`config.mk`:
```
export PLATFORM = sky130hd
export DESIGN_NAME = uart_tx_cfg_flat
export DESIGN_NICKNAME = d
export VERILOG_FILES = /design/src/rtl/uart_tx_cfg_if.sv /design/src/rtl/uart_tx_cfg.sv /design/src/flat_wrapper.sv
export SDC_FILE = /design/constraint.sdc
export NUM_CORES = 1
export LEC_CHECK = 0
export BUFFER_PORTS_ARGS = -buffer_cell sky130_fd_sc_hd__buf_2
export CAP_MARGIN = 20
export CORE_MARGIN = 2
export CORE_UTILIZATION = 45
export CTS_CLUSTER_DIAMETER = 60
export DETAILED_ROUTE_END_ITERATION = 6
export PLACE_DENSITY = 0.65
export SLEW_MARGIN = 10
export SYNTH_ARGS = -nofsm -noshare
export SYNTH_HDL_FRONTEND = slang
export SYNTH_SLANG_ARGS = --single-unit
```
`constraint.sdc`:
```
create_clock -name clk -period 3.7 [get_ports clk]
set_clock_uncertainty 0.05 [all_clocks]
set_input_delay 0.555 -clock clk [delete_from_list [all_inputs] [get_ports clk]]
set_output_delay 0.555 -clock clk [all_outputs]
set_load 0.1 [all_outputs]
```
`src/rtl/uart_tx_cfg_if.sv`:
```
// uart_tx_cfg_if: word-offer handshake between a producer and the uart_tx_cfg
// transmitter.
//   tx_valid     producer offers tx_data/parity_mode/two_stop
//   tx_ready     transmitter can take a word this cycle
//   tx_data      word to send, bit 0 first on the line
//   parity_mode  00 none, 01 even, 10 odd, 11 mark
//   two_stop     0 = one stop bit, 1 = two stop bits
interface uart_tx_cfg_if #(
  parameter int DATA_BITS = 8
);
  logic                 tx_valid;
  logic                 tx_ready;
  logic [DATA_BITS-1:0] tx_data;
  logic [1:0]           parity_mode;
  logic                 two_stop;

  modport master (
    output tx_valid, tx_data, parity_mode, two_stop,
    input  tx_ready
  );

  modport slave (
    input  tx_valid, tx_data, parity_mode, two_stop,
    output tx_ready
  );
endinterface

```
`src/rtl/uart_tx_cfg.sv`:
```
// uart_tx_cfg: baud-timed UART transmitter with runtime parity mode
// (none/even/odd/mark) and 1 or 2 stop bits. Frames may be chained with no
// idle gap by offering the next word on the final stop-bit cycle.
//   clk      system clock, rising edge
//   reset    synchronous active-high reset
//   bus      slave side of uart_tx_cfg_if (tx_valid/tx_ready/tx_data/
//            parity_mode/two_stop)
//   TxD      registered serial line, idles high
//   busy     high while a frame is in progress
//   tx_done  one-cycle pulse on the last cycle of the last stop bit
module uart_tx_cfg #(
  parameter int DATA_BITS    = 8,
  parameter int CLKS_PER_BIT = 16
) (
  input  logic         clk,
  input  logic         reset,
  uart_tx_cfg_if.slave bus,
  output logic         TxD,
  output logic         busy,
  output logic         tx_done
);

  localparam int BAUD_W = $clog2(CLKS_PER_BIT);
  localparam int IDX_W  = $clog2(DATA_BITS);
  localparam logic [BAUD_W-1:0] BAUD_LAST = BAUD_W'(CLKS_PER_BIT - 1);
  localparam logic [BAUD_W-1:0] BAUD_PRE  = BAUD_W'(CLKS_PER_BIT - 2);
  localparam logic [IDX_W-1:0]  IDX_LAST  = IDX_W'(DATA_BITS - 1);

  typedef enum logic [2:0] {
    IDLE,
    START,
    DATA,
    PARITY,
    STOP
  } state_t;

  state_t               state_q;
  logic [BAUD_W-1:0]    baud_q;
  logic [IDX_W-1:0]     idx_q;
  logic                 stop_q;
  logic [DATA_BITS-1:0] shift_q;
  logic                 par_q;
  logic                 par_en_q;
  logic                 two_stop_q;
  logic                 txd_q;
  logic                 busy_q;
  logic                 ready_q;
  logic                 done_q;

  logic accept;
  logic baud_wrap;
  logic last_stop;
  logic par_new;

  assign accept    = bus.tx_valid && ready_q;
  assign baud_wrap = (baud_q == BAUD_LAST);
  assign last_stop = (stop_q == two_stop_q);

  always_comb begin
    par_new = 1'b0;
    case (bus.parity_mode)
      2'b01:   par_new = ^bus.tx_data;
      2'b10:   par_new = ~^bus.tx_data;
      2'b11:   par_new = 1'b1;
      default: par_new = 1'b0;
    endcase
  end

  always_ff @(posedge clk) begin
    if (reset) begin
      state_q    <= IDLE;
      baud_q     <= '0;
      idx_q      <= '0;
      stop_q     <= 1'b0;
      shift_q    <= '0;
      par_q      <= 1'b0;
      par_en_q   <= 1'b0;
      two_stop_q <= 1'b0;
      txd_q      <= 1'b1;
      busy_q     <= 1'b0;
      ready_q    <= 1'b1;
      done_q     <= 1'b0;
    end else begin
      done_q <= 1'b0;
      if (state_q != IDLE) begin
        baud_q <= baud_wrap ? '0 : baud_q + 1'b1;
      end

      case (state_q)
        IDLE: ;
        START: begin
          if (baud_wrap) begin
            state_q <= DATA;
            idx_q   <= '0;
            txd_q   <= shift_q[0];
            shift_q <= shift_q >> 1;
          end
        end
        DATA: begin
          if (baud_wrap) begin
            if (idx_q == IDX_LAST) begin
              if (par_en_q) begin
                state_q <= PARITY;
                txd_q   <= par_q;
              end else begin
                state_q <= STOP;
                stop_q  <= 1'b0;
                txd_q   <= 1'b1;
              end
            end else begin
              idx_q   <= idx_q + 1'b1;
              txd_q   <= shift_q[0];
              shift_q <= shift_q >> 1;
            end
          end
        end
        PARITY: begin
          if (baud_wrap) begin
            state_q <= STOP;
            stop_q  <= 1'b0;
            txd_q   <= 1'b1;
          end
        end
        STOP: begin
          // done/ready are flops, so they are raised one cycle early to land
          // on the final cycle of the last stop bit.
          if (last_stop && (baud_q == BAUD_PRE)) begin
            done_q  <= 1'b1;
            ready_q <= 1'b1;
          end
          if (baud_wrap) begin
            if (!last_stop) begin
              stop_q <= 1'b1;
            end else begin
              state_q <= IDLE;
              busy_q  <= 1'b0;
            end
          end
        end
        default: state_q <= IDLE;
      endcase

      // Accept sits after the case so a word taken on the final stop cycle
      // overrides the return to IDLE and starts the next frame directly.
      if (accept) begin
        state_q    <= START;
        baud_q     <= '0;
        txd_q      <= 1'b0;
        busy_q     <= 1'b1;
        ready_q    <= 1'b0;
        shift_q    <= bus.tx_data;
        par_q      <= par_new;
        par_en_q   <= (bus.parity_mode != 2'b00);
        two_stop_q <= bus.two_stop;
      end
    end
  end

  assign TxD          = txd_q;
  assign busy         = busy_q;
  assign tx_done      = done_q;
  assign bus.tx_ready = ready_q;

endmodule

```
`src/flat_wrapper.sv`:
```
// flat-port wrapper written by rule: the top's interface ports become plain ports
module uart_tx_cfg_flat 
#(
  parameter int DATA_BITS    = 8,
  parameter int CLKS_PER_BIT = 16
)
  (clk, reset, TxD, busy, tx_done, bus_tx_valid, bus_tx_data, bus_parity_mode, bus_two_stop, bus_tx_ready);
  uart_tx_cfg_if #(.DATA_BITS(DATA_BITS)) bus_i ();
  input  logic clk;
  input  logic reset;
  output logic TxD;
  output logic busy;
  output logic tx_done;
  input wire logic [$bits(bus_i.tx_valid)-1:0] bus_tx_valid;
  input wire logic [$bits(bus_i.tx_data)-1:0] bus_tx_data;
  input wire logic [$bits(bus_i.parity_mode)-1:0] bus_parity_mode;
  input wire logic [$bits(bus_i.two_stop)-1:0] bus_two_stop;
  output wire logic [$bits(bus_i.tx_ready)-1:0] bus_tx_ready;
  assign bus_i.tx_valid = bus_tx_valid;
  assign bus_i.tx_data = bus_tx_data;
  assign bus_i.parity_mode = bus_parity_mode;
  assign bus_i.two_stop = bus_two_stop;
  assign bus_tx_ready = bus_i.tx_ready;
  uart_tx_cfg #(.DATA_BITS(DATA_BITS), .CLKS_PER_BIT(CLKS_PER_BIT)) u_core (.clk(clk), .reset(reset), .bus(bus_i), .TxD(TxD), .busy(busy), .tx_done(tx_done));
endmodule
```
==> metrics.txt <==
status completed; Cells after Synth 141; DRC viols 0; Yosys top cell area share 0.420; DRT Pass-1 Iters 4; drt total wl 2.36 mm; Hold Path Class in2reg; Yosys cell types 31; synth top area cells dfxtp_1 42%, mux2i_1 8.1%, nor2_1 7.0%; Synth Area in XOR/XNOR 0.0636; Max Fclk 534 MHz; total CTS buffers 3; relative slew slack 0.560; Worst EP required ~3900 ps; root buf cell clkbuf_4; Die Y 56.5 um; pin count of the biggest net entering global routing 22; Worst-Skew Late Latency 330 ps; CP peak stage delay 420 ps; final setup fails 0; first-pass GRT wire length 4.16 mm; I/O pin total 18; Initial Util 0.461; Clk pin slew, worst setup/hold paths 150 ps; CP Max Fanout 11; Synth Register Bits 26; max-slew violation count 0; Routed WL per cell 12.7 um; CP startpoint kind flop; depth of the CTS H-tree 1; Synth Warn # 0; share of layout cells above drive strength 1 0.142; Synth async-reset ratio 0; post-place instance area 1330 sq um; CP max stage cell dfxtp_1; CTS resizes 0; Synth Net Count 159; register area share after synthesis 0.420; Least-Margin Pin Slew ~660 ps; unrepaired setup endpoints after global routing false; Global Route Usage Sum 0.164; WP data arrival 2060 ps; Port Buf Inserts 17; Top FF cell, synth dfxtp_1; # clock sinks 26; initial antenna violation count 0; Mapped Area 1240 sq um; WS Path Type reg2reg; mean area per synthesized cell 8.79 sq um; cell taking the most area after synthesis dfxtp_1; dpl hpwl roughly 1.8 mm; # rows 19; Core Footprint approximately 2700 sq um; Final period util 0.506; Synth Area in Adders 0.0404; total vias in the final route 987; most frequent cells in the layout 26 x dfxtp_1, 23 x nor2_1, 17 x buf_2; Compound-Gate Fraction of Synth Area 0.156; vias in the first global route 1000; Pleak slightly below 0.6 nW; GRT Residual Overflow 0; Fin. Hold Viols 0; most common cell after layout, fill and taps aside dfxtp_1; routed vias/inst 5.31; CTS tree built; CTS max path bufs 2; post-synthesis mux area share 0.0808; Power Density approximately 430 nW/um^2; die width 56.5 um; Post-synth EDFFs 0; final estimated routing congestion in global placement 0.784; Area growth syn-to-layout 11.8%; total die area 3190 sq um; number of max-cap violations 0; critical-path cell list ha_1, nand3_1, nor2_1, o21ai_2, mux2i_1, a211oi_1; Post CTS Setup Buffer Count 0; synthesized-area fraction occupied by and/or/nand/nor cells 0.212; NumNets Final around 170; initial drt markers 16; Antenna diodes 0; Max VDD drop 0.239 mV; kind of end point of the critical path flop; ANT nets after route 0; crit path time final approximately 1900 ps; final setup TNS 0 ps; largest family of logic cells by synthesized area simple AND/OR/NAND/NOR gates; Hold Buf Count CTS 0; Finished Cell Area about 1400 sq um; fin util 0.516
==> final cells by class <==
class                           count  area, sq um
Sequential cell                    26          520
Timing Repair Buffer               17         85.1
Clock inverter                      1         30.0
Tap cell                           31         38.8
Clock buffer                        3         22.5
Fill cell                         249         1300
Multi-Input combinational cell    107          684
Inverter                            1         3.75
==> synthesized netlist by cell type (all sizes together) (2+ instances only) <==
cell type,n
a22oi,3
a211oi,9
mux2i,10
dfxtp,26
clkbuf,6
nand3,4
nor2,23
o21ai,5
nor3,6
nand2b,3
xnor2,7
nor2b,2
a21oi,5
ha,4
xor2,2
nand3b,2
nand2,9
nor3b,2
or3,2
==> final timing paths <==
| kind | start | end | slack, ps | cells past startpoint |
|---|---|---|---|---|
| setup / recovery | u_core.baud_q[1] | u_core.shift_q[0] | 1830 | 6 |
| hold / removal | bus_two_stop | u_core.two_stop_q | 400 | 3 |
| setup reg to reg | u_core.baud_q[1] | u_core.shift_q[0] | 1830 | 6 |
| hold reg to reg | u_core.busy | u_core.busy | 440 | 2 |
==> flip-flops by register name (all words and copies together), names as in the netlist <==
name,flops
u_core.stop_q,1
u_core.tx_done,1
u_core.baud_q,4
u_core.idx_q,3
u_core.par_en_q,1
u_core.state_q,3
u_core.shift_q,8
u_core.TxD,1
u_core.par_q,1
u_core.two_stop_q,1
u_core.bus.tx_ready,1
u_core.busy,1
==> worst max-delay path: cells and delay by family (launching register included) <==
family / cells / cell delay (ps)
AO/OA/AOI/OAI: 2 / 470
AND/OR/NAND/NOR: 2 / 450
flip-flops: 1 / 420
adder cells (fa/ha/maj): 1 / 220
multiplexers: 1 / 170
==> cells by family after synthesis <==
group / count (synthesis)
and+or+nand+nor: 56
AOI/OAI and AO/OA: 28
DFF: 26
muxes: 10
xor gates and xnor gates: 9
buffers and inverters: 8
adders and majority gates: 4
==> stage by stage <==
stage	worst slack, ps	hold slack, ps	power [mW]	instances
global route	1640	391	0.615	186
finish	1830	396	0.591	186
floorplan	1950	397	0.381	141
detailed placement	1790	418	0.402	182
CTS	1800	386	0.597	186
global placement	1870	419	0.401	182
==> power breakdown <==
group	internal [mW]	leakage (nW)	switching, mW
clock network	0.110	0.0279	0.0853
logic	0.0337	0.335	0.0553
registers	0.295	0.213	0.0117
total	0.438	0.576	0.152
==> routing by layer <==
metal	GRT usage	wire (um)	share of wire
met1	0.187	1090	0.46
met2	0.294	1170	0.50
met3	0.0253	61	0.026
met4	0.0782	36	0.015
met5	0	0	0
Note: power is estimated with default switching activity, not from simulation.
